## config.mk

```make
export PLATFORM = sky130hd
export DESIGN_NAME = timer_irq_dev
export DESIGN_NICKNAME = d
export VERILOG_FILES = /design/src/rtl/timer_irq_dev.sv
export SDC_FILE = /design/constraint.sdc
export NUM_CORES = 1
export LEC_CHECK = 0
export CAP_MARGIN = 20
export CORE_MARGIN = 2
export CORE_UTILIZATION = 28
export DETAILED_ROUTE_END_ITERATION = 8
export PLACE_DENSITY = 0.47
export SYNTH_ARGS = -nofsm -noshare
export SYNTH_HDL_FRONTEND = slang
export SYNTH_SLANG_ARGS = --single-unit
```

## constraint.sdc

```tcl
create_clock -name clk -period 2.8 [get_ports clk]
set_input_delay 0.56 -clock clk [delete_from_list [all_inputs] [get_ports clk]]
set_output_delay 0.56 -clock clk [all_outputs]
set_load 0.02 [all_outputs]
```

## src/rtl/timer_irq_dev.sv

```systemverilog
// Memory-mapped countdown timer with one-shot / auto-reload modes driving a CP0 HWInt line.
// Optional macro TIMER_IRQ_ACK_EN adds a dedicated irq_ack input in place of the CTRL-write acknowledge.
module timer_irq_dev #(
  parameter logic [31:0] PRESET_RST = 32'h0000_0000,
  parameter int          CTRL_W     = 4
) (
  input  logic        clk,
  input  logic        reset_n,
  input  logic [1:0]  addr,
  input  logic        we,
  input  logic [31:0] wdata,
`ifdef TIMER_IRQ_ACK_EN
  input  logic        irq_ack,
`endif
  output logic [31:0] rdata,
  output logic        irq
);

  typedef enum logic [1:0] {S_IDLE = 2'd0, S_CNT = 2'd1, S_INT = 2'd2} state_t;

  state_t              r_state, w_state_nxt;
  logic [CTRL_W-1:0]   r_ctrl;
  logic [31:0]         r_preset, r_count;
  logic                r_irq_pend;

  logic w_ctrl_wr, w_preset_wr, w_en, w_reload, w_im, w_expire;
  logic w_load, w_dec, w_zero, w_pend_set, w_pend_drop, w_en_clr, w_pend_clr_sw;

  assign w_ctrl_wr   = we && (addr == 2'd0);
  assign w_preset_wr = we && (addr == 2'd1);
  assign w_en        = r_ctrl[0];
  assign w_reload    = (r_ctrl[2:1] == 2'b01);
  assign w_im        = r_ctrl[3];
  assign w_expire    = (r_count <= 32'd1);

`ifdef TIMER_IRQ_ACK_EN
  assign w_pend_clr_sw = irq_ack;
`else
  assign w_pend_clr_sw = w_ctrl_wr;
`endif

  always_ff @(posedge clk or negedge reset_n) begin
    if (!reset_n) r_state <= S_IDLE;
    else          r_state <= w_state_nxt;
  end

  always_comb begin
    w_state_nxt = r_state;
    case (r_state)
      S_IDLE:  if (w_en) w_state_nxt = S_CNT;
      S_CNT:   if (!w_en) w_state_nxt = S_IDLE;
               else if (w_expire) w_state_nxt = S_INT;
      S_INT:   w_state_nxt = w_reload ? S_CNT : S_IDLE;
      default: w_state_nxt = S_IDLE;
    endcase
  end

  always_comb begin
    w_load      = 1'b0;
    w_dec       = 1'b0;
    w_zero      = 1'b0;
    w_pend_set  = 1'b0;
    w_pend_drop = 1'b0;
    w_en_clr    = 1'b0;
    case (r_state)
      S_IDLE: w_load = w_en;
      S_CNT: begin
        w_dec      = w_en && !w_expire;
        w_zero     = w_en && w_expire;
        w_pend_set = w_en && w_expire;
      end
      S_INT: begin
        // Auto-reload emits a one-cycle pulse; one-shot leaves the level for software.
        w_load      = w_reload;
        w_pend_drop = w_reload;
        w_en_clr    = !w_reload;
      end
      default: ;
    endcase
  end

  always_ff @(posedge clk or negedge reset_n) begin
    if (!reset_n) begin
      r_ctrl     <= '0;
      r_preset   <= PRESET_RST;
      r_count    <= '0;
      r_irq_pend <= 1'b0;
    end else begin
      if (w_ctrl_wr)     r_ctrl    <= wdata[CTRL_W-1:0];
      else if (w_en_clr) r_ctrl[0] <= 1'b0;
      if (w_preset_wr) r_preset <= wdata;
      if (w_load)      r_count  <= r_preset;
      else if (w_dec)  r_count  <= r_count - 32'd1;
      else if (w_zero) r_count  <= '0;
      // Software clear beats a same-edge expiry.
      if (w_pend_clr_sw)    r_irq_pend <= 1'b0;
      else if (w_pend_set)  r_irq_pend <= 1'b1;
      else if (w_pend_drop) r_irq_pend <= 1'b0;
    end
  end

  always_comb begin
    rdata = '0;
    case (addr)
      2'd0:    rdata = {{(32-CTRL_W){1'b0}}, r_ctrl};
      2'd1:    rdata = r_preset;
      2'd2:    rdata = r_count;
      default: rdata = '0;
    endcase
  end

  assign irq = r_irq_pend & w_im;

endmodule

```

==> summary.md <==
| Metric | Value |
|---|---|
| Status | finished, final reports clean |
| Crit path time final | 2.726 ns |
| Max stage delay on crit path | 0.52 ns |
| Longest Clk Path Bufs | 2 |
| Flop pwr share | 37.5% |
| Power density over the cells | 860.3 nW/um2 |
| Routed wire per std cell | 17.35 um |
| Post-Syn Instances | 413 |
| Dpl cells | 664 |
| Starting Density | 28.82% |
| Syn Nets | 452 |
| Clk_lat worst skew | 0.35 ns |
| Register bit total from synthesis | 71 |
| CTS clk-pin slew, worst paths | 0.06 ns |
| Leakage | 2.288 nW |
| Final hold violations | 0 |
| Critical path peak fanout | 3 |
| Cell Rows | 43 |
| Port buffer count | 69 |
| Layout fillers | 1411 |
| Synth-to-layout area growth | 32.49% |
| Initial antenna violation count | 0 |
| Number of buffers created by CTS | 9 |
| DRC viols | 0 |
| Top_reg_cell synth | dfrtp_1 |
| Via density | 5.294 |
| Max Freq | 366.8 MHz |
| Core area | 13930 um2 |
| Syn_area_per_cell | 9.725 um2 |
| Chip height | 123.8 um |
| GRT Total Usage | 16.84% |
| Final Skew | 0.009159 ns |
| Pins Over Slew Limit | 0 |
| CTS root buffer | clkbuf_16 |
| Arrival time worst endpoint | 2.99 ns |
| Clock sink count | 71 |
| Int Power | 2.827 mW |
| Largest net degree at the start of global routing | 43 |
| Largest area contributor in the netlist | dfrtp_1 |
| Top cells by area, synth | dfrtp_1, mux2_2, a22o_1, nand2_1, nand3_1 |
| Crit share post-route | 97.37% |
| Crit path required time | 3.06 ns |
| Number of synthesized flops with an enable pin | 0 |
| Worst Hold Class | in2async |
| Placed inst area | 5094 um2 |
| Multi-input logic area | 2088 um2 |
| Yosys warning count | 0 |
| Combinational share of power | 38.5% |
| Register area share after synthesis | 44.24% |
| RSZ-0062 raised after global routing | no |
| Synth cell types | 51 |
| Slack of the critical path | 0.07356 ns |
| Global route overflow | 0 |
| N_diodes | 0 |
| Max cap viols | 0 |
| Fin util | 38.19% |
| Reg area | 1777 um2 |
| WS Path Type | reg2reg |
| Share of cells above drive strength 1 | 18.31% |
| Non-filler cells, final | 677 |
| Routability Congestion | 0.8372 |
| Design area | 5321 um2 |
| Top cell type's share of synthesized area | 44.24% |
| Antenna-violating nets left | 0 |
| Iteration-0 DRC Markers | 184 |
| Clk pwr share | 23.9% |
| Placement Setup Slack | -0.06849 ns |
| Mapped Area | 4016 um2 |
| H-tree depth | 3 |
| Startpoint Class | flip-flop |
| NetSw | 1.752 mW |
| Dpl hpwl | 8057 um |
| First-pass DRT Iterations | 7 |
| Die ar. | 15320 um2 |
| Final Setup Violations | 0 |
| Crit end category | flip-flop |
| Ys async rst share | 100.0% |
| Ports | 70 |
| Worst Max-Slew Pin Slew | 0.9218 ns |
| Die W | 123.8 um |
| DR vias | 3584 |
| Max_slew headroom | 38.55% |
| Final net count | 534 |
| Max stage delay cell, worst path | or4_4 |
| Sw frac | 38.26% |
| VDD IR max | 300.7 uV |
| Fin Hold WS | 0.2683 ns |
| Routed WL | 11740 um |
| CP cell instances | inv_1 > ha_2 > or4b_4 > or4_4 > or4_4 > or4_1 > o211ai_1 |
| CTS tree | yes |
| Number of global-route vias before repair | 3722 |
| CP most frequent cell | or4_4 |
| First-pass GRT wire length | 19660 um |
-- power groups by stage --
| stage | Sequential [mW] | Combinational (mW) | Clock [mW] |
|---|---|---|---|
| after floorplan | 1.64 | 1.16 | 0 |
| after global placement | 1.73 | 1.81 | 0 |
| after detailed placement | 1.73 | 1.83 | 0 |
| after CTS | 1.71 | 1.78 | 1.13 |
| after global routing | 1.78 | 1.98 | 1.17 |
| final | 1.72 | 1.76 | 1.10 |
-- state kept, by name (all words and copies together) (netlist names) --
register / count
r_ctrl: 4
r_irq_pend: 1
r_count: 32
r_preset: 32
r_state: 2
-- through the flow --
stage	TNS [ns]	total power [mW]
final	0	4.578
after global routing	0	4.929
after CTS	0	4.617
after detailed placement	-1.666	3.564
after global placement	-0.9629	3.537
after floorplan	-0.01567	2.801
-- synthesized netlist by cell type, types with 2 or more instances --
| cell | count |
|---|---|
| o311ai_0 | 2 |
| buf_1 | 5 |
| o221ai_1 | 3 |
| nor2b_1 | 3 |
| a31oi_1 | 5 |
| and2_1 | 3 |
| a22oi_1 | 14 |
| xor2_1 | 4 |
| ha_1 | 2 |
| clkbuf_1 | 22 |
| dfrtp_1 | 71 |
| nand3b_1 | 3 |
| nor2_1 | 23 |
| mux2_2 | 35 |
| nor3_1 | 11 |
| nor4_1 | 7 |
| o21ai_1 | 3 |
| buf_2 | 4 |
| or3_1 | 4 |
| and4_1 | 3 |
| nand4_1 | 9 |
| nand2b_1 | 2 |
| nand2_1 | 37 |
| xnor2_1 | 3 |
| o211ai_1 | 4 |
| a22o_1 | 30 |
| o21ai_0 | 18 |
| o2111ai_1 | 4 |
| a21oi_1 | 8 |
| mux2i_1 | 5 |
| inv_1 | 10 |
| nand3_1 | 23 |
| o21a_1 | 4 |
| nand4b_1 | 2 |
| o41ai_1 | 2 |
| or4_1 | 10 |
-- what timing repair did --
| item | CTS | global route |
|---|---|---|
| gates resized for setup | 32 | 0 |
| setup endpoints to repair | 32 | 0 |
| buffers inserted | 0 | 0 |
| hold buffers | 0 | 0 |
-- path summary, 6_finish.rpt --
| kind | startpoint | end | slack, ns | cells after the start |
|---|---|---|---|---|
| min in group clk | r_preset[7]$_DFFE_PN0P_ | r_count[7]$_DFFE_PN0P_ | 0.51 | 2 |
| setup / recovery | r_count[1]$_DFFE_PN0P_ | r_count[24]$_DFFE_PN0P_ | 0.07 | 7 |
| hold reg to reg | r_preset[7]$_DFFE_PN0P_ | r_count[7]$_DFFE_PN0P_ | 0.51 | 2 |
| max in group asynchronous | reset_n | r_count[22]$_DFFE_PN0P_ | 2.14 | 2 |
| hold / removal | reset_n | r_preset[8]$_DFFE_PN0P_ | 0.27 | 2 |
| setup reg to reg | r_count[1]$_DFFE_PN0P_ | r_count[24]$_DFFE_PN0P_ | 0.07 | 7 |
-- final cells by class --
class | instances | share of cell area [%]
multi-input cells | 300 | 39.24
repair buffers | 103 | 17.40
well taps | 180 | 4.232
inverters | 10 | 0.7054
clock inverters | 2 | 0.6584
flip-flops and latches | 71 | 33.39
clock buffers | 11 | 4.373
-- kinds of logic (layout without fill, tap and decap cells) --
| family | count (synthesis) | after routing | synth area share, % |
|---|---|---|---|
| DFF | 71 | 71 | 44.24 |
| muxes | 40 | 40 | 11.06 |
| and+or+nand+nor | 147 | 147 | 19.44 |
| AOI/OAI and AO/OA | 104 | 104 | 18.97 |
| adders and majority gates | 2 | 2 | 0.6230 |
| xor gates and xnor gates | 7 | 7 | 1.527 |
| buffers and inverters | 42 | 126 | 4.144 |
-- cell usage in the layout, fill, tap and decap left out, types with 14 or more instances in the layout --
cell	n
a22o_1	30
a22oi_1	14
buf_4	32
clkdlybuf4s50_1	36
dfrtp_1	71
dlygate4sd2_1	32
mux2_2	35
nand2_1	37
nand3_1	23
nor2_1	23
o21ai_0	18
-- critical path, delay by kind of cell (launching register included) --
family / cells / cell delay [ns]
flops: 1 / 0.38
buf+inv: 1 / 0.08
compound gates: 1 / 0.09
simple gates: 4 / 1.92
fa+ha+maj: 1 / 0.18
-- routing by layer --
metal	vias up	wire, um	GRT usage, %
li1	1727	-	-
met1	1761	5750	23.07
met2	79	5259	25.82
met3	17	465	3.022
met4	0	268	7.670
met5	-	0	0
No activity file was read; power rests on OpenSTA's default activity.
